--- config.mk ---
export PLATFORM = sky130hd
export DESIGN_NAME = id_ex_operand_stage
export DESIGN_NICKNAME = d
export VERILOG_FILES = /design/src/rtl/id_ex_operand_stage_pkg.sv /design/src/rtl/id_ex_operand_stage_fwd_mux.sv /design/src/rtl/id_ex_operand_stage.sv
export SDC_FILE = /design/constraint.sdc
export NUM_CORES = 1
export LEC_CHECK = 0
export BUFFER_PORTS_ARGS = -buffer_cell sky130_fd_sc_hd__buf_4
export CORE_MARGIN = 2
export CORE_UTILIZATION = 40
export DETAILED_ROUTE_END_ITERATION = 8
export PLACE_DENSITY_LB_ADDON = 0.08
export SLEW_MARGIN = 15
export SYNTH_ARGS = -nofsm -noshare
export SYNTH_HDL_FRONTEND = slang
export SYNTH_HIERARCHICAL = 1
export SYNTH_SLANG_ARGS = --single-unit
--- constraint.sdc ---
create_clock -name clk -period 2.9 [get_ports clk]
set_input_delay 0 -clock clk [delete_from_list [all_inputs] [get_ports clk]]
set_output_delay 0 -clock clk [all_outputs]
set_load 0.005 [all_outputs]
--- src/rtl/id_ex_operand_stage_pkg.sv ---
// Shared MIPS pipeline definitions: datapath widths, ALU operation codes and the ID/EX bundle.
// The ID/EX struct is sized by these package widths, so the stage parameters must keep their defaults.
package mips_pkg;

  localparam int DATA_W = 32;
  localparam int REG_W  = 5;
  localparam int OP_W   = 4;

  localparam logic [OP_W-1:0] ALU_ADD = 4'b0000;
  localparam logic [OP_W-1:0] ALU_SUB = 4'b0001;
  localparam logic [OP_W-1:0] ALU_AND = 4'b0010;
  localparam logic [OP_W-1:0] ALU_OR  = 4'b0011;
  localparam logic [OP_W-1:0] ALU_NOR = 4'b0100;

  typedef struct packed {
    logic              valid;
    logic [OP_W-1:0]   alu_op;
    logic [REG_W-1:0]  rs_num;
    logic [REG_W-1:0]  rt_num;
    logic [REG_W-1:0]  rd_num;
    logic [DATA_W-1:0] rs_data;
    logic [DATA_W-1:0] rt_data;
    logic [DATA_W-1:0] imm;
    logic              alu_src;
    logic              reg_write;
    logic              mem_read;
  } id_ex_t;

  // A bubble writes nothing, reads nothing and presents ADD to the ALU.
  localparam id_ex_t ID_EX_BUBBLE = '{alu_op: ALU_ADD, default: '0};

  // A later stage supplies the value of register src; r0 is hard-wired and never forwarded.
  function automatic logic fwd_hit(
    input logic             we,
    input logic [REG_W-1:0] rd,
    input logic [REG_W-1:0] src
  );
    return we && (rd != '0) && (rd == src);
  endfunction

endpackage

--- src/rtl/id_ex_operand_stage_fwd_mux.sv ---
// Single-operand forwarding selector: EX/MEM beats MEM/WB, which beats the registered raw value.
module operand_fwd_mux
  import mips_pkg::*;
#(
  parameter int DATA_W = mips_pkg::DATA_W,
  parameter int REG_W  = mips_pkg::REG_W
) (
  input  logic [REG_W-1:0]  i_src_num,
  input  logic [DATA_W-1:0] i_raw_data,
  input  logic              i_exmem_reg_write,
  input  logic [REG_W-1:0]  i_exmem_rd,
  input  logic [DATA_W-1:0] i_exmem_result,
  input  logic              i_memwb_reg_write,
  input  logic [REG_W-1:0]  i_memwb_rd,
  input  logic [DATA_W-1:0] i_memwb_result,
  output logic [DATA_W-1:0] o_data
);

  logic w_exmem_hit;
  logic w_memwb_hit;

  assign w_exmem_hit = fwd_hit(i_exmem_reg_write, i_exmem_rd, i_src_num);
  assign w_memwb_hit = fwd_hit(i_memwb_reg_write, i_memwb_rd, i_src_num);

  always_comb begin
    o_data = i_raw_data;
    if (w_exmem_hit) begin
      o_data = i_exmem_result;
    end else if (w_memwb_hit) begin
      o_data = i_memwb_result;
    end
  end

endmodule

--- src/rtl/id_ex_operand_stage.sv ---
// ID/EX pipeline register with EX/MEM and MEM/WB operand forwarding and load-use hazard detection.
// Feeds the ALU operation code and operands directly; forwarded operands are combinational.
module id_ex_operand_stage
  import mips_pkg::*;
#(
  parameter int DATA_W = mips_pkg::DATA_W,
  parameter int REG_W  = mips_pkg::REG_W,
  parameter int OP_W   = mips_pkg::OP_W
) (
  input  logic              clk,
  input  logic              reset,
  input  logic              id_valid,
  input  logic [OP_W-1:0]   id_alu_op,
  input  logic [REG_W-1:0]  id_rs_num,
  input  logic [REG_W-1:0]  id_rt_num,
  input  logic [REG_W-1:0]  id_rd_num,
  input  logic [DATA_W-1:0] id_rs_data,
  input  logic [DATA_W-1:0] id_rt_data,
  input  logic [DATA_W-1:0] id_imm,
  input  logic              id_alu_src,
  input  logic              id_reg_write,
  input  logic              id_mem_read,
  input  logic              stall,
  input  logic              flush,
  input  logic              exmem_reg_write,
  input  logic [REG_W-1:0]  exmem_rd,
  input  logic [DATA_W-1:0] exmem_result,
  input  logic              memwb_reg_write,
  input  logic [REG_W-1:0]  memwb_rd,
  input  logic [DATA_W-1:0] memwb_result,
  output logic              ex_valid,
  output logic [OP_W-1:0]   ex_alu_op,
  output logic [DATA_W-1:0] ex_a,
  output logic [DATA_W-1:0] ex_b,
  output logic [DATA_W-1:0] ex_store_data,
  output logic [REG_W-1:0]  ex_rd,
  output logic              ex_reg_write,
  output logic              ex_mem_read,
  output logic              load_use_stall
);

  id_ex_t            r_stage;
  id_ex_t            w_capture;
  logic              w_rs_wb_hit;
  logic              w_rt_wb_hit;
  logic [REG_W-1:0]  w_src_num  [2];
  logic [DATA_W-1:0] w_raw_data [2];
  logic [DATA_W-1:0] w_fwd_data [2];
  logic              w_rs_dep;
  logic              w_rt_dep;

  always_comb begin
    w_capture = ID_EX_BUBBLE;
    if (id_valid) begin
      w_capture.valid     = 1'b1;
      w_capture.alu_op    = id_alu_op;
      w_capture.rs_num    = id_rs_num;
      w_capture.rt_num    = id_rt_num;
      w_capture.rd_num    = id_rd_num;
      w_capture.rs_data   = id_rs_data;
      w_capture.rt_data   = id_rt_data;
      w_capture.imm       = id_imm;
      w_capture.alu_src   = id_alu_src;
      w_capture.reg_write = id_reg_write;
      w_capture.mem_read  = id_mem_read;
    end
  end

  // While held, a write-back to a held source must land in the raw operand or it is lost.
  assign w_rs_wb_hit = fwd_hit(memwb_reg_write, memwb_rd, r_stage.rs_num);
  assign w_rt_wb_hit = fwd_hit(memwb_reg_write, memwb_rd, r_stage.rt_num);

  always_ff @(posedge clk or posedge reset) begin
    if (reset) begin
      r_stage <= ID_EX_BUBBLE;
    end else if (flush) begin
      r_stage <= ID_EX_BUBBLE;
    end else if (stall) begin
      if (w_rs_wb_hit) begin
        r_stage.rs_data <= memwb_result;
      end
      if (w_rt_wb_hit) begin
        r_stage.rt_data <= memwb_result;
      end
    end else begin
      r_stage <= w_capture;
    end
  end

  assign w_src_num[0]  = r_stage.rs_num;
  assign w_src_num[1]  = r_stage.rt_num;
  assign w_raw_data[0] = r_stage.rs_data;
  assign w_raw_data[1] = r_stage.rt_data;

  // Index 0 resolves rs, index 1 resolves rt.
  genvar gi;
  generate
    for (gi = 0; gi < 2; gi++) begin : g_fwd
      operand_fwd_mux #(
        .DATA_W(DATA_W),
        .REG_W (REG_W)
      ) u_fwd (
        .i_src_num        (w_src_num[gi]),
        .i_raw_data       (w_raw_data[gi]),
        .i_exmem_reg_write(exmem_reg_write),
        .i_exmem_rd       (exmem_rd),
        .i_exmem_result   (exmem_result),
        .i_memwb_reg_write(memwb_reg_write),
        .i_memwb_rd       (memwb_rd),
        .i_memwb_result   (memwb_result),
        .o_data           (w_fwd_data[gi])
      );
    end
  endgenerate

  assign ex_valid      = r_stage.valid;
  assign ex_alu_op     = r_stage.alu_op;
  assign ex_rd         = r_stage.rd_num;
  assign ex_reg_write  = r_stage.reg_write;
  assign ex_mem_read   = r_stage.mem_read;
  assign ex_a          = w_fwd_data[0];
  assign ex_b          = r_stage.alu_src ? r_stage.imm : w_fwd_data[1];
  assign ex_store_data = w_fwd_data[1];

  // An immediate-form consumer does not read rt, so a load into rt cannot stall it.
  assign w_rs_dep = (r_stage.rd_num == id_rs_num);
  assign w_rt_dep = (r_stage.rd_num == id_rt_num) && !id_alu_src;

  assign load_use_stall = r_stage.valid && r_stage.mem_read && (r_stage.rd_num != '0) &&
                          id_valid && (w_rs_dep || w_rt_dep);

endmodule

==> metrics <==
CP Depth 7; Post-Syn Area per Cell 9.344 sq um; Slew headroom 0.4630; Crit Path Class reg -> out; Top Family by Delay on Critical Path simple AND/OR/NAND/NOR gates; critical path peak fanout 21; crit path launch r_stage[106]; CP max stage cell or3_1; Tcrit/Tclk final 0.9651; later-pin clock latency in the skew report 0.43 ns; R2R cell count 5; Setup TNS 0 ns; FF+latch count, synth 119; pin count of the biggest net entering global routing 120; Routed Antenna Nets 0; crit-path cells xnor2_1 > nand3_2 > or3_1 > buf_12 > a31oi_1 > mux2_2 > buf_4; status finished, violations left; HP Class in -> reg; Netlist cell types 36; GPL Wtd Cong 0.8895; Placed Area 11,020 sq um; Crit. End Element output port; Syn Nets 1,122; Core Region 21,090 sq um; unrepaired setup endpoints after global routing false; initial antenna violation count 0; Seq/Total Area, Yosys 0.3453; P_leak 5.891 nW; Pins Over Slew Limit 0; Worst Max-Slew Pin Slew 0.8055 ns; cell area after synthesis 8625 sq um; router iterations before antenna repair 5; DIE AREA 22,750 sq um; Post-synth top flop dfrtp_1; root buf cell clkbuf_16; Routed WL per cell 23.72 um; final hold slack -0.001315 ns; clock slew at reported path FFs 0.07 ns; FMAX 357.3 MHz; Syn Inst Count 923; CTS HTree Levels 4; Post-synth EDFFs 0; crit path buf inv count 2; Peak VDD IR 0.3479 mV; Final min period 2.799 ns; Die H 150.8 um; FP Rows 53; CP max stage delay 0.60 ns; drt total wl 36.87 mm; CTS Buf Count 17; Max-cap violations 0; Arrival @ worst endpoint 2.80 ns; Overflow after GRT 0; Pwr Density 454.1 nW/um^2; final setup violation count 0; R2R Setup Slk 0.80 ns; IO Count 308; vias per cell 6.104; crit path capture ex_b[0]; placed cell count 1,417; clock sink total 119; final non-filler cell area 12,700 sq um; DRC Markers 0; startpoint types register; Initial Utilization 0.4090; reg-to-reg startpoint r_stage[107]; Setup Skew 0.01375 ns; WP data required 2.90 ns; hpwl dp 24.00 mm; vias in the first global route 9,565; initial detailed-routing violation count 824; clk buf depth 2; Post-Layout Cell Count 1,554; R2R Path End r_stage[65]; Final nets 1,465; ANT cells 0; first-pass GRT wire length 54.45 mm; via count 9,486; Yosys warning count 6; Die W 150.8 um; failing checks negative hold slack; final number of hold-violating endpoints 1; area grow syn2layout 47.31%; port bufs 307; GRT Total Usage 0.3145; ys async rst share 1.000; layout cell share with drive strength beyond 1 0.3808; CTS tree done
==> synthesized netlist by cell type (3+ instances only) <==
master	n	share of area
o31ai_1	64	0.056
a21o_1	33	0.029
and2_1	4	0.0029
a21oi_1	65	0.038
nand3_1	7	0.0041
nand4_1	65	0.047
or3_1	3	0.0022
buf_4	11	0.0096
xor2_1	4	0.0041
buf_1	17	0.0074
nor2_1	66	0.029
inv_1	33	0.014
buf_6	12	0.016
clkbuf_1	73	0.032
xnor2_1	32	0.032
nor4_1	66	0.048
nand2_1	8	0.0035
mux2_2	36	0.047
dfrtp_1	119	0.35
buf_2	6	0.0035
or4_4	3	0.0039
a31oi_1	64	0.046
mux2_4	60	0.10
a22o_1	54	0.055
==> registers in the layout (all words and copies together), names as in the netlist <==
name,count
ex_alu_op,4
ex_mem_read,1
ex_rd,5
ex_reg_write,1
ex_valid,1
r_stage,107
==> what timing repair did <==
action                                  4_1_cts  5_1_grt
gates resized for setup                       1        2
setup buffers                                 0        2
hold buffers                                102        0
endpoints found under the hold margin       220        0
endpoints found under the setup margin        1       13
gates cloned                                  0        1
pin swaps                                     0        2
==> cells by family after synthesis <==
logic type,synth area share
AO/OA/AOI/OAI,0.2379
buffers and inverters,0.08226
multiplexers,0.1515
AND/OR/NAND/NOR,0.1465
XOR/XNOR,0.03656
flip-flops,0.3453
==> tightest hold or removal path: stages <==
cell	delay (ns)
buf_4	0.08
a21oi_1	0.05
nor2_1	0.11
mux2_4	0.15
==> worst min path at each step <==
stage	start	endpoint	slack [ns]	cells past startpoint
floorplan	id_alu_op[0]	ex_alu_op[0]	0.13	1
global placement	id_imm[26]	r_stage[29]	0.22	2
detailed placement	id_rd_num[3]	ex_rd[3]	0.22	2
CTS	id_rt_data[13]	r_stage[48]	0.002	4
global route	id_rt_data[25]	r_stage[60]	0.03	4
finish	id_rt_data[25]	r_stage[60]	-0.001	4
==> final cells by class <==
class	instances	area (sq um)
Inverter	33	127.6
Sequential cell	119	2978
Timing Repair Buffer	442	3623
Clock inverter	15	190.2
Clock buffer	17	425.4
Fill cell	1827	8383
Multi-Input combinational cell	653	5016
Tap cell	275	344.1
==> through the flow <==
| step | worst slack (ns) | utilization | hold slack [ns] | total power (W) |
|---|---|---|---|---|
| CTS | 0.04967 | 0.6006 | 0.001606 | 0.005766 |
| finish | 0.1013 | 0.6025 | -0.001315 | 0.005769 |
| floorplan | 1.145 | - | 0.1327 | 0.002626 |
| global route | 0.003983 | 0.6025 | 0.02746 | 0.005980 |
| detailed placement | 0.4660 | 0.5227 | 0.2195 | 0.003377 |
| global placement | 0.5060 | 0.5227 | 0.2162 | 0.003376 |
==> power by group <==
group / switching, W / internal (W)
clock: 0.000891 / 0.00137
sequential: 0.0000826 / 0.00177
combinational: 0.000829 / 0.000825
total: 0.00180 / 0.00397
==> cells in the final DEF (no fill, tap or decap), types with 4 or more instances in the layout <==
| cell | instances |
|---|---|
| buf_4 | 336 |
| dfrtp_1 | 119 |
| dlygate4sd3_1 | 102 |
| nor2_1 | 66 |
| a21oi_1 | 65 |
| nand4_1 | 65 |
| nor4_1 | 65 |
| o31ai_1 | 64 |
| a31oi_1 | 64 |
| mux2_4 | 60 |
| a22o_1 | 54 |
| mux2_2 | 36 |
| a21o_1 | 33 |
| inv_1 | 32 |
| xnor2_1 | 32 |
| clkbuf_16 | 17 |
| nand2_1 | 8 |
| inv_6 | 7 |
| o21ai_4 | 4 |
| xor2_1 | 4 |
| nand3_2 | 4 |
| and2_1 | 4 |
| buf_12 | 4 |
==> routing by layer <==
layer	GRT usage	vias up	share of wire	wire length, um
met3	0.06265	80	0.089	3296
li1	-	4227	-	-
met5	0	-	0	0
met4	0.1196	0	0.028	1044
met2	0.5234	565	0.47	17400
met1	0.4042	4614	0.41	15120
(Power assumes the default switching activity.)
